### src/rtl/card_pkg.sv
// Shared card types, constants and the points rule used by the hand scorers.
package card_pkg;

   typedef logic [3:0] card_t;

   localparam card_t CARD_MIN  = 4'd1;
   localparam card_t CARD_MAX  = 4'd13;
   localparam int    SCORE_MOD = 10;

   // Pip cards 1..9 count at face value; 10..13 and an empty slot (0) count nothing.
   function automatic logic [3:0] card_points(input card_t c);
      return (c >= CARD_MIN && c <= 4'd9) ? c : 4'd0;
   endfunction

endpackage

### src/rtl/hand_scorer.sv
// Combinational modulo-10 score of one hand of CARDS_PER_HAND slots.
module hand_scorer
   import card_pkg::*;
#(
   parameter int CARDS_PER_HAND = 3
) (
   input  logic [CARDS_PER_HAND*4-1:0] hand_cards,
   output logic [3:0]                  hand_score
);

   logic [4:0] acc;

   // Running sum kept reduced after each card, so it never exceeds 18 before the fold.
   always_comb begin
      // NOTE: every variable written here gets a value on every path first;
      // otherwise synthesis infers a latch to hold the old value.
      acc = '0;
      for (int s = 0; s < CARDS_PER_HAND; s++) begin
         acc = acc + {1'b0, card_points(hand_cards[s*4 +: 4])};
         if (acc >= 5'(SCORE_MOD)) acc = acc - 5'(SCORE_MOD);
      end
      hand_score = acc[3:0];
   end

endmodule

### src/rtl/multi_hand_datapath.sv
// Multi-hand card datapath: free-running 1..13 deal counter, per-hand card
// slots with append/clear requests, deal ack/err pulses and registered scores.
module multi_hand_datapath
   import card_pkg::*;
#(
   parameter  int NUM_HANDS      = 2,
   parameter  int CARDS_PER_HAND = 3,
   localparam int HW             = (NUM_HANDS > 1) ? $clog2(NUM_HANDS) : 1,
   localparam int CW             = $clog2(CARDS_PER_HAND + 1)
) (
   input  logic                                clk,
   input  logic                                reset,
   input  logic                                deal_req,
   input  logic [HW-1:0]                       deal_hand,
   input  logic                                clear_req,
   input  logic [HW-1:0]                       clear_hand,
   output logic                                deal_ack,
   output logic                                deal_err,
   output logic [3:0]                          deal_card,
   output logic [NUM_HANDS*CARDS_PER_HAND*4-1:0] cards,
   output logic [NUM_HANDS*CW-1:0]             count,
   output logic [NUM_HANDS-1:0]                hand_full,
   output logic [NUM_HANDS*4-1:0]              score
);

   localparam logic [CW-1:0] FULL_COUNT = CW'(CARDS_PER_HAND);

   card_t         deal_ctr_q, deal_ctr_d;
   card_t         cards_q [NUM_HANDS][CARDS_PER_HAND];
   card_t         cards_d [NUM_HANDS][CARDS_PER_HAND];
   logic [CW-1:0] count_q [NUM_HANDS];
   logic [CW-1:0] count_d [NUM_HANDS];
   logic [3:0]    score_q [NUM_HANDS];
   logic [3:0]    score_d [NUM_HANDS];
   logic          deal_ack_q, deal_ack_d;
   logic          deal_err_q, deal_err_d;
   card_t         deal_card_q, deal_card_d;

   logic          clear_ok;
   logic          deal_ok;

   // Per-hand scorers read the current slots; their result is registered below.
   for (genvar h = 0; h < NUM_HANDS; h++) begin : g_hand
      logic [CARDS_PER_HAND*4-1:0] hand_flat;

      for (genvar s = 0; s < CARDS_PER_HAND; s++) begin : g_slot
         assign hand_flat[s*4 +: 4]                     = cards_q[h][s];
         assign cards[(h*CARDS_PER_HAND + s)*4 +: 4]    = cards_q[h][s];
      end

      hand_scorer #(
         .CARDS_PER_HAND(CARDS_PER_HAND)
      ) u_scorer (
         .hand_cards(hand_flat),
         .hand_score(score_d[h])
      );

      assign count[h*CW +: CW] = count_q[h];
      assign hand_full[h]      = (count_q[h] == FULL_COUNT);
      assign score[h*4 +: 4]   = score_q[h];
   end

   assign deal_ack  = deal_ack_q;
   assign deal_err  = deal_err_q;
   assign deal_card = deal_card_q;

   // Next-state: counter advance, deal accept/reject, and per-hand clear (clear wins on the same hand).
   always_comb begin
      cards_d     = cards_q;
      count_d     = count_q;
      deal_card_d = deal_card_q;
      deal_ack_d  = 1'b0;
      deal_err_d  = 1'b0;
      deal_ctr_d  = (deal_ctr_q == CARD_MAX) ? CARD_MIN : deal_ctr_q + 4'd1;

      clear_ok = clear_req && (int'(clear_hand) < NUM_HANDS);
      deal_ok  = 1'b0;
      for (int h = 0; h < NUM_HANDS; h++) begin
         if (deal_req && deal_hand == HW'(h)) begin
            deal_ok = (count_q[h] != FULL_COUNT) && !(clear_ok && clear_hand == deal_hand);
         end
      end

      if (deal_ok) begin
         for (int h = 0; h < NUM_HANDS; h++) begin
            if (deal_hand == HW'(h)) begin
               for (int s = 0; s < CARDS_PER_HAND; s++) begin
                  if (count_q[h] == CW'(s)) cards_d[h][s] = deal_ctr_q;
               end
               count_d[h] = count_q[h] + 1'b1;
            end
         end
         deal_ack_d  = 1'b1;
         deal_card_d = deal_ctr_q;
      end else if (deal_req) begin
         deal_err_d = 1'b1;
      end

      if (clear_ok) begin
         for (int h = 0; h < NUM_HANDS; h++) begin
            if (clear_hand == HW'(h)) begin
               for (int s = 0; s < CARDS_PER_HAND; s++) cards_d[h][s] = '0;
               count_d[h] = '0;
            end
         end
      end
   end

   // State registers, all cleared asynchronously by reset.
   always_ff @(posedge clk or posedge reset) begin
      if (reset) begin
         deal_ctr_q  <= CARD_MIN;
         deal_ack_q  <= 1'b0;
         deal_err_q  <= 1'b0;
         deal_card_q <= '0;
         // NOTE: these slot arrays are flops, not a RAM, and must read as empty
         // right after reset, so every entry is reset explicitly.
         for (int h = 0; h < NUM_HANDS; h++) begin
            count_q[h] <= '0;
            score_q[h] <= '0;
            for (int s = 0; s < CARDS_PER_HAND; s++) cards_q[h][s] <= '0;
         end
      end else begin
         // NOTE: non-blocking assignments so every flop samples pre-edge values.
         deal_ctr_q  <= deal_ctr_d;
         deal_ack_q  <= deal_ack_d;
         deal_err_q  <= deal_err_d;
         deal_card_q <= deal_card_d;
         count_q     <= count_d;
         score_q     <= score_d;
         cards_q     <= cards_d;
      end
   end

endmodule

### config.mk
export PLATFORM = sky130hd
export DESIGN_NAME = multi_hand_datapath
export DESIGN_NICKNAME = d
export VERILOG_FILES = /design/src/rtl/card_pkg.sv /design/src/rtl/hand_scorer.sv /design/src/rtl/multi_hand_datapath.sv
export SDC_FILE = /design/constraint.sdc
export NUM_CORES = 1
export LEC_CHECK = 0
export CAP_MARGIN = 20
export CORE_ASPECT_RATIO = 1.75
export CORE_MARGIN = 5
export CORE_UTILIZATION = 50
export DETAILED_ROUTE_END_ITERATION = 8
export PLACE_DENSITY = 0.78
export SYNTH_ARGS = -nofsm -noshare
export SYNTH_HDL_FRONTEND = slang
export SYNTH_SLANG_ARGS = --single-unit
export TNS_END_PERCENT = 1
### constraint.sdc
create_clock -name clk -period 4.8 [get_ports clk]
set_clock_uncertainty 0.1 [all_clocks]
set_input_delay 0.48 -clock clk [delete_from_list [all_inputs] [get_ports clk]]
set_output_delay 0.48 -clock clk [all_outputs]
set_load 0.01 [all_outputs]
==> impl_metrics.env <==
export IMPL_grt_pass1_vias=2869
export IMPL_fmax_mhz=222
export IMPL_vias=2680
export IMPL_synthTopCellsByCount="dfrtp_1 (45), ha_1 (31), nand2_1 (30), nor2_1 (30), inv_1 (25)"
export IMPL_worst_pin_slew_ns=0.595
export IMPL_synth_ff_type="dfrtp_1"
export IMPL_wl_per_cell_um=14.8
export IMPL_crit_arrival_ns=4.56
export IMPL_ys_ff_latch=46
export IMPL_final_layout_size_suffix_gt1_share_pct=11.2
export IMPL_ys_warn_count=0
export IMPL_layout_setup_ws_ns=0.298
export IMPL_place_hpwl_mm=5.75
export IMPL_grt_max_degree=47
export IMPL_drtAntennaViolNets=0
export IMPL_clkLatencyLatePin_ns=0.29
export IMPL_slew_headroom_pct=60.3
export IMPL_clk_root_buffer_cell="clkbuf_16"
export IMPL_cts_clk_slew_worst_paths_ns=0.06
export IMPL_clock_sinks=46
export IMPL_required_ns=4.86
export IMPL_area_growth_pct=26.2
export IMPL_fin_cells=494
export IMPL_grt_pass1_wl_mm=12.6
export IMPL_clock_path_buffers=2
export IMPL_dp_slack_ns=0.0824
export IMPL_period_share_pct=93.8
export IMPL_finalSetupTns_ns=0
export IMPL_die_area_sq_um=8400
export IMPL_yosysMostFrequentCell="dfrtp_1"
export IMPL_cts_tree="built"
export IMPL_antenna_found_initial=0
export IMPL_cp_slowest_cell="fa_1"
export IMPL_r2r_start="cards[13]$_DFF_PP0_"
export IMPL_avgSynthCellArea_sq_um=9.18
export IMPL_avgViaCountPerCell=5.43
export IMPL_end_kind="flip-flop"
export IMPL_stdcell_area_sq_um=4170
export IMPL_r2r_cells=20
export IMPL_setup_violations=0
export IMPL_grtUsageTotal_pct=18.4
export IMPL_power_total_mw=1.62
export IMPL_synth_top_area_share_pct=34.1
export IMPL_port_buffers=49
export IMPL_cp_start_kind="flip-flop"
export IMPL_cpPeakStageDelay_ns=0.45
export IMPL_rows=39
export IMPL_dp_cells=483
export IMPL_htreeDepth=2
export IMPL_final_util_pct=64.3
export IMPL_yosys_top_cells_area="dfrtp_1 (34%), ha_1 (12%), mux2i_1 (6.1%)"
export IMPL_grt_ovfl_total=0
export IMPL_firstDrtPassIters=4
export IMPL_syn_nets=401
export IMPL_post_dp_cell_area_sq_um=3890
export IMPL_hold_class="in2async"
export IMPL_cp_common_cell="inv_1"
export IMPL_synth_edf_count=0
export IMPL_n_antenna_cell=0
export IMPL_hold_viol_final=0
export IMPL_cts_hold_buf=0
export IMPL_r2r_end="score[6]$_DFF_PP0_"
export IMPL_p_leak_nw=1.88
export IMPL_drc=0
export IMPL_syn_area_sq_um=3310
export IMPL_gp_congestion=0.917
export IMPL_nNetsFinal=452
export IMPL_min_period_ns=4.50
export IMPL_status="finished clean"
export IMPL_yosysTopAreaCell="dfrtp_1"
export IMPL_cellPowerDensity_nw_per_um2=389
export IMPL_drt_iter0_drc=63
export IMPL_ir_drop_v=0.000257
export IMPL_drv_cap=0
export IMPL_finalMaxSlewViolations=0
export IMPL_die_h_um=118
export IMPL_core_area_sq_um=6490
export IMPL_worst_hold_slack_ns=0.269
export IMPL_reg2reg_slack_ns=0.30
export IMPL_numCtsBuffers=5
export IMPL_ys_seq_area_share_pct=34.9
export IMPL_drt_total_wl_mm=7.33
export IMPL_yosysUniqueCellTypes=49
export IMPL_crit_type="reg2reg"
export IMPL_die_width_um=71.5
export IMPL_syn_inst=360
export IMPL_async_flop_share_pct=100
export IMPL_crit_path_cell_trace="nor2_1 > and2_1 > ha_2 > xnor2_1 > inv_1 > fa_2 > xor2_4 > ha_2 > nand2_1 > a21oi_2 > xor2_1 > inv_1 > fa_1 > xnor2_2 > inv_1 > ha_1 > o21bai_1 > a211oi_1 > a311oi_1 > o211ai_1"
export IMPL_num_io_pins=50
export IMPL_cp_max_fo=6
export IMPL_initial_core_util_pct=50.9
[flip-flops by register name, summed over array words and instances, names as in the netlist]
| signal | count |
|---|---|
| cards | 24 |
| count | 4 |
| deal_ack | 1 |
| deal_card | 4 |
| deal_ctr_q | 4 |
| deal_err | 1 |
| score | 8 |
[cell usage in the layout, fill, tap and decap left out, types with 2 or more instances in the layout]
cell type	count
mux2i_1	20
ha_2	2
a21oi_2	2
a21o_1	6
xor2_2	2
dfrtp_1	45
xnor2_1	7
o211ai_1	2
nand3_1	16
xor2_4	2
nand4_1	3
inv_1	24
xnor2_2	2
xor2_1	5
buf_4	7
and2_0	2
o21ai_1	2
a211oi_1	4
nor2_1	30
fa_1	2
nand2b_1	10
nor3_1	3
clkdlybuf4s50_1	49
nor3b_1	4
or2_2	2
a21oi_1	19
nor2b_1	11
clkbuf_16	5
ha_1	28
nand2_1	30
and2_1	12
fa_2	2
mux2_2	5
o21ai_0	19
[routing by layer]
metal / up-vias / GRT usage (%) / share of wire [%]
met1: 1288 / 19.6 / 38
li1: 1323 / - / -
met3: 21 / 2.39 / 2.3
met2: 48 / 33.3 / 56
met4: 0 / 10.5 / 4.3
met5: - / 0 / 0
[kinds of logic (layout without fill, tap and decap cells)]
kind of cell | count (synthesis) | after routing | synth area share [%]
AO/OA/AOI/OAI | 67 | 67 | 12.9
XOR/XNOR | 18 | 18 | 5.56
AND/OR/NAND/NOR | 130 | 130 | 20.3
flip-flops | 46 | 46 | 34.9
buffers and inverters | 39 | 91 | 4.50
multiplexers | 25 | 25 | 7.76
adder cells (fa/ha/maj) | 35 | 35 | 14.2
[how the worst max path moves through the flow]
stage / from / to / slack [ns] / depth (start not counted)
floorplan: cards[3]$_DFF_PP0_ / score[2]$_DFF_PP0_ / 0.31 / 21
global placement: cards[13]$_DFF_PP0_ / score[6]$_DFF_PP0_ / 0.26 / 20
detailed placement: cards[13]$_DFF_PP0_ / score[6]$_DFF_PP0_ / 0.08 / 20
CTS: cards[13]$_DFF_PP0_ / score[6]$_DFF_PP0_ / 0.07 / 20
global route: cards[13]$_DFF_PP0_ / score[6]$_DFF_PP0_ / -0.03 / 20
finish: cards[13]$_DFF_PP0_ / score[6]$_DFF_PP0_ / 0.30 / 20
[what timing repair did]
action / 4_1_cts / 5_1_grt
gates resized for setup: 0 / 19
endpoints found under the setup margin: 0 / 5
setup buffers: 0 / 2
[worst max-delay path: cells and delay by family, from the launching register on]
kind | cells | cell delay (ns)
and+or+nand+nor | 3 | 0.37
DFF | 1 | 0.41
buffers and inverters | 3 | 0.27
AOI/OAI and AO/OA | 5 | 0.78
adders and majority gates | 5 | 1.64
xor gates and xnor gates | 4 | 0.83
[cell type report]
class	instances	area [sq um]
tap	82	103
clock buffer	7	143
multi-input combinational	275	2100
inverter	25	93.8
clock inverter	1	5.00
timing repair buffer	58	574
sequential	46	1150
fill	540	2320
[power by group]
group          total (mW)  internal [mW]  leakage, nW  switching, mW
clock network       0.347          0.206       0.0739          0.140
logic               0.778          0.375         1.20          0.403
registers           0.496          0.449        0.604         0.0478
total                1.62           1.03         1.88          0.591
Note: power is estimated with default switching activity, not from simulation.
